## config.mk

```make
export PLATFORM = sky130hd
export DESIGN_NAME = fft_peak_detect
export DESIGN_NICKNAME = d
export VERILOG_FILES = /design/src/rtl/fft_peak_detect.sv
export SDC_FILE = /design/constraint.sdc
export NUM_CORES = 2
export LEC_CHECK = 0
export ABC_AREA = 0
export CORE_MARGIN = 1
export CORE_UTILIZATION = 50
export CTS_CLUSTER_SIZE = 25
export DETAILED_ROUTE_END_ITERATION = 6
export PLACE_DENSITY = 0.74
export SLEW_MARGIN = 20
export SYNTH_ARGS = -nofsm -noshare
export SYNTH_HDL_FRONTEND = slang
export SYNTH_SLANG_ARGS = --single-unit
```

## constraint.sdc

```tcl
create_clock -name clk -period 4.85 [get_ports clk]
set_clock_uncertainty 0.15 [all_clocks]
set_input_delay 1.455 -clock clk [delete_from_list [all_inputs] [get_ports clk]]
set_output_delay 1.455 -clock clk [all_outputs]
set_load 0.01 [all_outputs]
```

## src/rtl/fft_peak_detect.sv

```systemverilog
// fft_peak_detect: streams one 512-bin complex FFT frame, squares each bin
// and reports the largest-magnitude bin inside [MIN_BIN, MAX_BIN].
// Optional macro FFT_PEAK_NEIGHBOR_EN adds left_mag/right_mag outputs
// holding the magnitudes of the bins adjacent to the peak.
module fft_peak_detect #(
  parameter int N          = 512,
  parameter int DATA_W     = 16,
  parameter int MIN_BIN    = 2,
  parameter int MAX_BIN    = 255,
  parameter int MAG_THRESH = 0
) (
  input  logic                     clk,
  input  logic                     reset,
  input  logic                     start,
  input  logic                     in_valid,
  input  logic [2*DATA_W-1:0]      in_data,
  output logic                     in_ready,
  output logic                     busy,
  output logic                     result_valid,
  output logic [$clog2(N)-1:0]     peak_bin,
  output logic [2*DATA_W-1:0]      peak_mag,
  output logic                     peak_found
`ifdef FFT_PEAK_NEIGHBOR_EN
  ,
  output logic [2*DATA_W-1:0]      left_mag,
  output logic [2*DATA_W-1:0]      right_mag
`endif
);

  localparam int BIN_W = $clog2(N);
  localparam int MAG_W = 2*DATA_W;
  localparam int SQ_W  = 2*DATA_W-1;
  localparam logic [BIN_W-1:0] MIN_B    = BIN_W'(MIN_BIN);
  localparam logic [BIN_W-1:0] LAST_B   = BIN_W'(N-1);
  localparam logic [BIN_W-1:0] WIN_SPAN = BIN_W'(MAX_BIN-MIN_BIN);

  typedef enum logic [1:0] {IDLE, ACCUM, DRAIN, DONE} state_t;
  state_t state, next_state;

  logic [BIN_W-1:0]  bin_cnt;
  logic              s1_valid, s2_valid;
  logic [SQ_W-1:0]   s1_re_sq, s1_im_sq;
  logic [BIN_W-1:0]  s1_bin, s2_bin;
  logic [MAG_W-1:0]  s2_mag;
  logic              have_cand;

  logic signed [DATA_W-1:0] in_re, in_im;
  logic signed [MAG_W-1:0]  re_ext, im_ext, re_sq_full, im_sq_full;
  logic accept, last_accept, pipe_empty, in_win, peak_upd;

  assign in_re      = in_data[2*DATA_W-1:DATA_W];
  assign in_im      = in_data[DATA_W-1:0];
  assign re_ext     = MAG_W'(in_re);
  assign im_ext     = MAG_W'(in_im);
  assign re_sq_full = re_ext * re_ext;
  assign im_sq_full = im_ext * im_ext;

  // start wins over a coincident sample
  assign accept      = in_valid && (state == ACCUM) && !start;
  assign last_accept = accept && (bin_cnt == LAST_B);
  assign pipe_empty  = !s1_valid && !s2_valid;
  // offset compare keeps the window test free of constant-bound comparisons
  assign in_win      = (BIN_W'(s2_bin - MIN_B) <= WIN_SPAN);
  assign peak_upd    = s2_valid && in_win && (!have_cand || (s2_mag > peak_mag));
  assign peak_found  = (peak_mag > MAG_W'(MAG_THRESH));

  // State register
  always_ff @(posedge clk or negedge reset) begin
    if (!reset) state <= IDLE;
    else        state <= next_state;
  end

  // Next-state logic
  always_comb begin
    next_state = state;
    if (start) begin
      next_state = ACCUM;
    end else begin
      case (state)
        ACCUM:   if (last_accept) next_state = DRAIN;
        DRAIN:   if (pipe_empty)  next_state = DONE;
        default: next_state = state;
      endcase
    end
  end

  // State-decoded outputs
  always_comb begin
    in_ready = (state == ACCUM);
    busy     = (state == ACCUM) || (state == DRAIN);
  end

  // Bin counter and S1: register squared components with their bin index
  always_ff @(posedge clk or negedge reset) begin
    if (!reset) begin
      bin_cnt  <= '0;
      s1_valid <= 1'b0;
      s1_re_sq <= '0;
      s1_im_sq <= '0;
      s1_bin   <= '0;
    end else if (start) begin
      bin_cnt  <= '0;
      s1_valid <= 1'b0;
    end else begin
      s1_valid <= accept;
      if (accept) begin
        bin_cnt  <= bin_cnt + 1'b1;
        s1_re_sq <= re_sq_full[SQ_W-1:0];
        s1_im_sq <= im_sq_full[SQ_W-1:0];
        s1_bin   <= bin_cnt;
      end
    end
  end

  // S2: sum of squares
  always_ff @(posedge clk or negedge reset) begin
    if (!reset) begin
      s2_valid <= 1'b0;
      s2_mag   <= '0;
      s2_bin   <= '0;
    end else if (start) begin
      s2_valid <= 1'b0;
    end else begin
      s2_valid <= s1_valid;
      if (s1_valid) begin
        s2_mag <= MAG_W'(s1_re_sq) + MAG_W'(s1_im_sq);
        s2_bin <= s1_bin;
      end
    end
  end

  // S3: windowed running maximum, first in-window bin always loaded
  always_ff @(posedge clk or negedge reset) begin
    if (!reset) begin
      peak_mag  <= '0;
      peak_bin  <= '0;
      have_cand <= 1'b0;
    end else if (start) begin
      peak_mag  <= '0;
      peak_bin  <= '0;
      have_cand <= 1'b0;
    end else if (peak_upd) begin
      peak_mag  <= s2_mag;
      peak_bin  <= s2_bin;
      have_cand <= 1'b1;
    end
  end

  // Result pulse once the drain empties the pipeline
  always_ff @(posedge clk or negedge reset) begin
    if (!reset) result_valid <= 1'b0;
    else        result_valid <= (state == DRAIN) && pipe_empty && !start;
  end

`ifdef FFT_PEAK_NEIGHBOR_EN
  logic [MAG_W-1:0] prev_mag;
  logic             right_pend;

  // Neighbour capture; prev_mag is cleared per frame so a bin-0 peak sees 0
  always_ff @(posedge clk or negedge reset) begin
    if (!reset) begin
      prev_mag   <= '0;
      left_mag   <= '0;
      right_mag  <= '0;
      right_pend <= 1'b0;
    end else if (start) begin
      prev_mag   <= '0;
      left_mag   <= '0;
      right_mag  <= '0;
      right_pend <= 1'b0;
    end else if (s2_valid) begin
      prev_mag <= s2_mag;
      if (peak_upd) begin
        left_mag   <= prev_mag;
        right_mag  <= '0;
        right_pend <= 1'b1;
      end else if (right_pend) begin
        right_mag  <= s2_mag;
        right_pend <= 1'b0;
      end
    end
  end
`endif

endmodule

```

==> flow_results.xml <==
<?xml version="1.0" encoding="UTF-8"?>
<metrics>
  <group name="run_status">
    <metric name="status" unit="">finished, violations left</metric>
    <metric name="failed_checks" unit="">setup timing</metric>
  </group>
  <group name="route">
    <metric name="post_drt_via_cell_ratio" unit="">5.22</metric>
    <metric name="antenna_violating_nets_post_route" unit="">0</metric>
    <metric name="totalWireLength" unit="um">66200</metric>
    <metric name="detailedRoute.firstPassIterationCount" unit="">6</metric>
    <metric name="vias" unit="">21072</metric>
    <metric name="drt_drc_violations_left" unit="">0</metric>
    <metric name="detail_route.wl_per_cell" unit="um">16.4</metric>
    <metric name="drt_iter0_drc" unit="">1218</metric>
  </group>
  <group name="timing">
    <metric name="finalCriticalPeriod" unit="ns">6.73</metric>
    <metric name="rsz_0062_raised_after_global_routing" unit="">yes</metric>
    <metric name="setup-violations-final" unit="">48</metric>
    <metric name="maxClockFrequency" unit="MHz">149</metric>
    <metric name="slew_headroom" unit="%">48.3</metric>
    <metric name="tcrit_tclk_final" unit="%">139</metric>
    <metric name="number_of_failing_hold_endpoints_at_the_final_stage" unit="">0</metric>
    <metric name="max_slew.worst_pin.slew" unit="ns">0.775</metric>
    <metric name="finalMaxSlewViolations" unit="">0</metric>
    <metric name="setup_ws" unit="ns">-1.88</metric>
  </group>
  <group name="hold_path">
    <metric name="worst_hold_check_path_type" unit="">register to register</metric>
    <metric name="min_delay_worst_endpoint" unit="">s2_bin[7]</metric>
    <metric name="hold_path.startpoint" unit="">s1_bin[7]</metric>
    <metric name="worst_hold_path.num_cells" unit="">2</metric>
  </group>
  <group name="setup_path">
    <metric name="worst-setup-path-type" unit="">primary input to register</metric>
    <metric name="minimum_setup_slack_among_reg_to_reg_paths" unit="ns">1.02</metric>
    <metric name="crit_path_max_fanout" unit="">3</metric>
    <metric name="r2r-start" unit="">peak_mag[29]</metric>
    <metric name="worst_ep_required_time" unit="ns">4.99</metric>
    <metric name="endpoint_of_the_worst_slack_reg_to_reg_timing_path" unit="">peak_mag[5]</metric>
    <metric name="crit_path_start_kind" unit="">primary input</metric>
    <metric name="critical_path_end_type" unit="">register</metric>
    <metric name="ff2ff_path_depth" unit="">11</metric>
    <metric name="critical_path_arrival" unit="ns">6.86</metric>
  </group>
  <group name="synthesis">
    <metric name="syn-mean-instance-area" unit="sq um">9.16</metric>
    <metric name="synth_cell_type_count" unit="">67</metric>
    <metric name="ys.warnings.count" unit="">0</metric>
    <metric name="mappedNetlistNets" unit="">3577</metric>
    <metric name="synth_edf_count" unit="">0</metric>
    <metric name="synth_top_flop_cell" unit="">sky130_fd_sc_hd__dfrtp_1</metric>
    <metric name="syn_area" unit="sq um">26000</metric>
    <metric name="synth-seq-cells" unit="">166</metric>
    <metric name="postSynth.asyncResetShare" unit="%">100</metric>
    <metric name="ys_seq_area_share" unit="%">16.0</metric>
    <metric name="syn_inst" unit="">2841</metric>
  </group>
  <group name="place">
    <metric name="routabilityCongestion" unit="">0.916</metric>
    <metric name="detailed_place_hpwl" unit="um">51900</metric>
    <metric name="placement.io_buffers" unit="">80</metric>
    <metric name="post-place-ws" unit="ns">-2.78</metric>
  </group>
  <group name="cells_and_area">
    <metric name="final_core_util" unit="%">66.0</metric>
    <metric name="antenna-diode-count" unit="">0</metric>
    <metric name="layout-drive-gt1-share" unit="%">27.8</metric>
    <metric name="design.final.nets" unit="">4082</metric>
    <metric name="areaGrowthSynthToFinish" unit="%">30.3</metric>
  </group>
  <group name="clocking">
    <metric name="clk_path_buf_depth" unit="">2</metric>
    <metric name="tritoncts.num_buffers" unit="">17</metric>
    <metric name="clk_latency" unit="ns">0.44</metric>
    <metric name="tritoncts_clock_tree" unit="">built</metric>
    <metric name="numClockSinks" unit="">166</metric>
    <metric name="clock_tree.root_cell" unit="">sky130_fd_sc_hd__clkbuf_16</metric>
    <metric name="clkTransAtPathRegs" unit="ns">0.08</metric>
    <metric name="cts.htree.levels" unit="">4</metric>
    <metric name="ctsHoldBuffers" unit="">0</metric>
  </group>
  <group name="floorplanning">
    <metric name="start_util" unit="%">50.6</metric>
    <metric name="placeableCoreArea" unit="sq um">51400</metric>
    <metric name="die_width" unit="um">230</metric>
    <metric name="placement_rows" unit="">83</metric>
    <metric name="io_pins" unit="">81</metric>
    <metric name="fp.dieH" unit="um">230</metric>
    <metric name="design.die.area" unit="sq um">53000</metric>
  </group>
  <group name="grt">
    <metric name="grt_remaining_overflow" unit="">0</metric>
    <metric name="grtUsageTotal" unit="%">25.7</metric>
    <metric name="antenna_found_initial" unit="">0</metric>
    <metric name="pin_count_of_the_biggest_net_entering_global_routing" unit="">131</metric>
    <metric name="first_global_vias" unit="">23288</metric>
    <metric name="global_route_wire_length_before_repair" unit="um">110000</metric>
  </group>
  <group name="run">
    <metric name="max_cap_violations" unit="">0</metric>
  </group>
</metrics>
-- worst max-delay path by stage --
stage	end	depth (start not counted)	from
finish	s1_im_sq[22]	19	in_data[1]
global route	s1_re_sq[30]	23	in_data[19]
CTS	s1_re_sq[28]	22	in_data[25]
detailed placement	s1_im_sq[28]	22	in_data[15]
global placement	s1_im_sq[30]	19	in_data[10]
floorplan	s1_im_sq[22]	20	in_data[3]
-- cell usage after synthesis (7+ instances only) --
cell type | instances | area share [%]
sky130_fd_sc_hd__a211oi_1 | 14 | 0.40
sky130_fd_sc_hd__a21o_1 | 42 | 1.2
sky130_fd_sc_hd__a21oi_1 | 64 | 1.2
sky130_fd_sc_hd__a31o_2 | 7 | 0.24
sky130_fd_sc_hd__a31oi_1 | 8 | 0.19
sky130_fd_sc_hd__and2_1 | 57 | 1.4
sky130_fd_sc_hd__and3_1 | 12 | 0.29
sky130_fd_sc_hd__clkbuf_1 | 72 | 1.0
sky130_fd_sc_hd__dfrtp_1 | 166 | 16
sky130_fd_sc_hd__fa_1 | 457 | 35
sky130_fd_sc_hd__ha_1 | 243 | 12
sky130_fd_sc_hd__inv_1 | 695 | 10
sky130_fd_sc_hd__mux2i_1 | 43 | 1.7
sky130_fd_sc_hd__nand2_1 | 338 | 4.9
sky130_fd_sc_hd__nand2b_1 | 10 | 0.24
sky130_fd_sc_hd__nand3_1 | 20 | 0.38
sky130_fd_sc_hd__nand4_1 | 11 | 0.26
sky130_fd_sc_hd__nor2_1 | 163 | 2.4
sky130_fd_sc_hd__nor2b_1 | 11 | 0.26
sky130_fd_sc_hd__nor3_1 | 29 | 0.56
sky130_fd_sc_hd__nor4_1 | 16 | 0.38
sky130_fd_sc_hd__o21a_1 | 11 | 0.32
sky130_fd_sc_hd__o21ai_0 | 114 | 2.2
sky130_fd_sc_hd__o21bai_1 | 16 | 0.46
sky130_fd_sc_hd__o31ai_1 | 15 | 0.43
sky130_fd_sc_hd__or2_2 | 7 | 0.17
sky130_fd_sc_hd__or3_1 | 14 | 0.34
sky130_fd_sc_hd__xnor2_1 | 68 | 2.3
sky130_fd_sc_hd__xor2_1 | 37 | 1.2
-- critical path, cell delays in order --
cell and delay (ns):
sky130_fd_sc_hd__buf_8 0.10, sky130_fd_sc_hd__and2_4 0.16, sky130_fd_sc_hd__fa_1 0.54, sky130_fd_sc_hd__inv_1 0.05
sky130_fd_sc_hd__fa_1 0.46, sky130_fd_sc_hd__fa_1 0.50, sky130_fd_sc_hd__fa_1 0.55, sky130_fd_sc_hd__inv_2 0.04
sky130_fd_sc_hd__fa_1 0.50, sky130_fd_sc_hd__fa_1 0.45, sky130_fd_sc_hd__ha_4 0.29, sky130_fd_sc_hd__o211ai_1 0.07
sky130_fd_sc_hd__or3_4 0.40, sky130_fd_sc_hd__o211a_4 0.27, sky130_fd_sc_hd__or3b_4 0.42, sky130_fd_sc_hd__a21oi_4 0.19
sky130_fd_sc_hd__o211a_1 0.21, sky130_fd_sc_hd__o21a_1 0.14, sky130_fd_sc_hd__o31ai_1 0.07
-- area by class of cell --
| type | count | area, sq um |
|---|---|---|
| Multi-Input combinational cell | 1896 | 20600 |
| Fill cell | 3859 | 17500 |
| Timing Repair Buffer | 567 | 5030 |
| Sequential cell | 166 | 4150 |
| Inverter | 698 | 2670 |
| Tap cell | 680 | 851 |
| Clock buffer | 19 | 443 |
| Clock inverter | 13 | 174 |
-- cell families after synthesis --
logic type                 after synthesis  share of synthesized area, %
AOI/OAI and AO/OA                      341                          8.36
xor gates and xnor gates               105                          3.53
adders and majority gates              700                          46.8
buffers and inverters                  779                          11.5
DFF                                    166                          16.0
muxes                                   45                          1.74
and+or+nand+nor                        705                          12.0
-- repair_timing --
action                                  in CTS  in global routing
endpoints found under the setup margin      50                 50
cloned                                       4                  0
pin swaps                                  188                180
resized for setup                          404                230
buffers inserted                            71                 39
-- state kept, by name, summed over array words and instances, names as in the netlist, 2 cells and up --
register and count:
s2_bin 9, bin_cnt 9, peak_bin 9, s1_bin 9, s1_im_sq 30, s1_re_sq 30, state 2, peak_mag 32
s2_mag 32
-- placed cells by master (no fill, tap or decap), types with 14 or more instances in the layout --
cell type and count:
sky130_fd_sc_hd__inv_1 618, sky130_fd_sc_hd__fa_1 424, sky130_fd_sc_hd__buf_4 380, sky130_fd_sc_hd__nand2_1 295
sky130_fd_sc_hd__ha_1 200, sky130_fd_sc_hd__dfrtp_1 166, sky130_fd_sc_hd__nor2_1 138, sky130_fd_sc_hd__buf_6 99
sky130_fd_sc_hd__inv_2 64, sky130_fd_sc_hd__o21ai_0 58, sky130_fd_sc_hd__xnor2_1 53, sky130_fd_sc_hd__clkdlybuf4s50_1 46
sky130_fd_sc_hd__mux2i_1 43, sky130_fd_sc_hd__a21o_1 42, sky130_fd_sc_hd__o21ai_1 42, sky130_fd_sc_hd__ha_4 38
sky130_fd_sc_hd__a21oi_1 37, sky130_fd_sc_hd__xor2_1 33, sky130_fd_sc_hd__fa_2 33, sky130_fd_sc_hd__and2_1 32
sky130_fd_sc_hd__nand2_2 26, sky130_fd_sc_hd__and2_4 25, sky130_fd_sc_hd__nor3_1 22, sky130_fd_sc_hd__a21oi_2 20
sky130_fd_sc_hd__nand2_4 17, sky130_fd_sc_hd__clkbuf_16 17, sky130_fd_sc_hd__nand3_1 16, sky130_fd_sc_hd__nor2_2 15
sky130_fd_sc_hd__nor4_1 15, sky130_fd_sc_hd__xnor2_2 14
-- per-layer routing --
layer	part of all wire (%)	wire, um	global-route usage, %	up-vias
li1	-	-	-	9753
met1	41	26900	31.6	10670
met2	53	35000	46.7	487
met3	3.4	2280	2.93	162
met4	3.0	1990	8.53	0
met5	0	0	0	-
-- per-stage QoR --
step	TNS [ns]	hold slack (ns)	std cells	cell area, sq um
floorplan	-69.90	0.289	2841	26800
global placement	-111.12	0.299	3907	30800
detailed placement	-114.94	0.301	3907	30800
CTS	-67.23	0.315	4009	32900
global route	-77.22	0.352	4039	33900
finish	-70.22	0.309	4039	33900
Power is left out: the tool's default activity adds up to more than one toggle a clock period on the data nets, which glitch-free logic cannot reach.
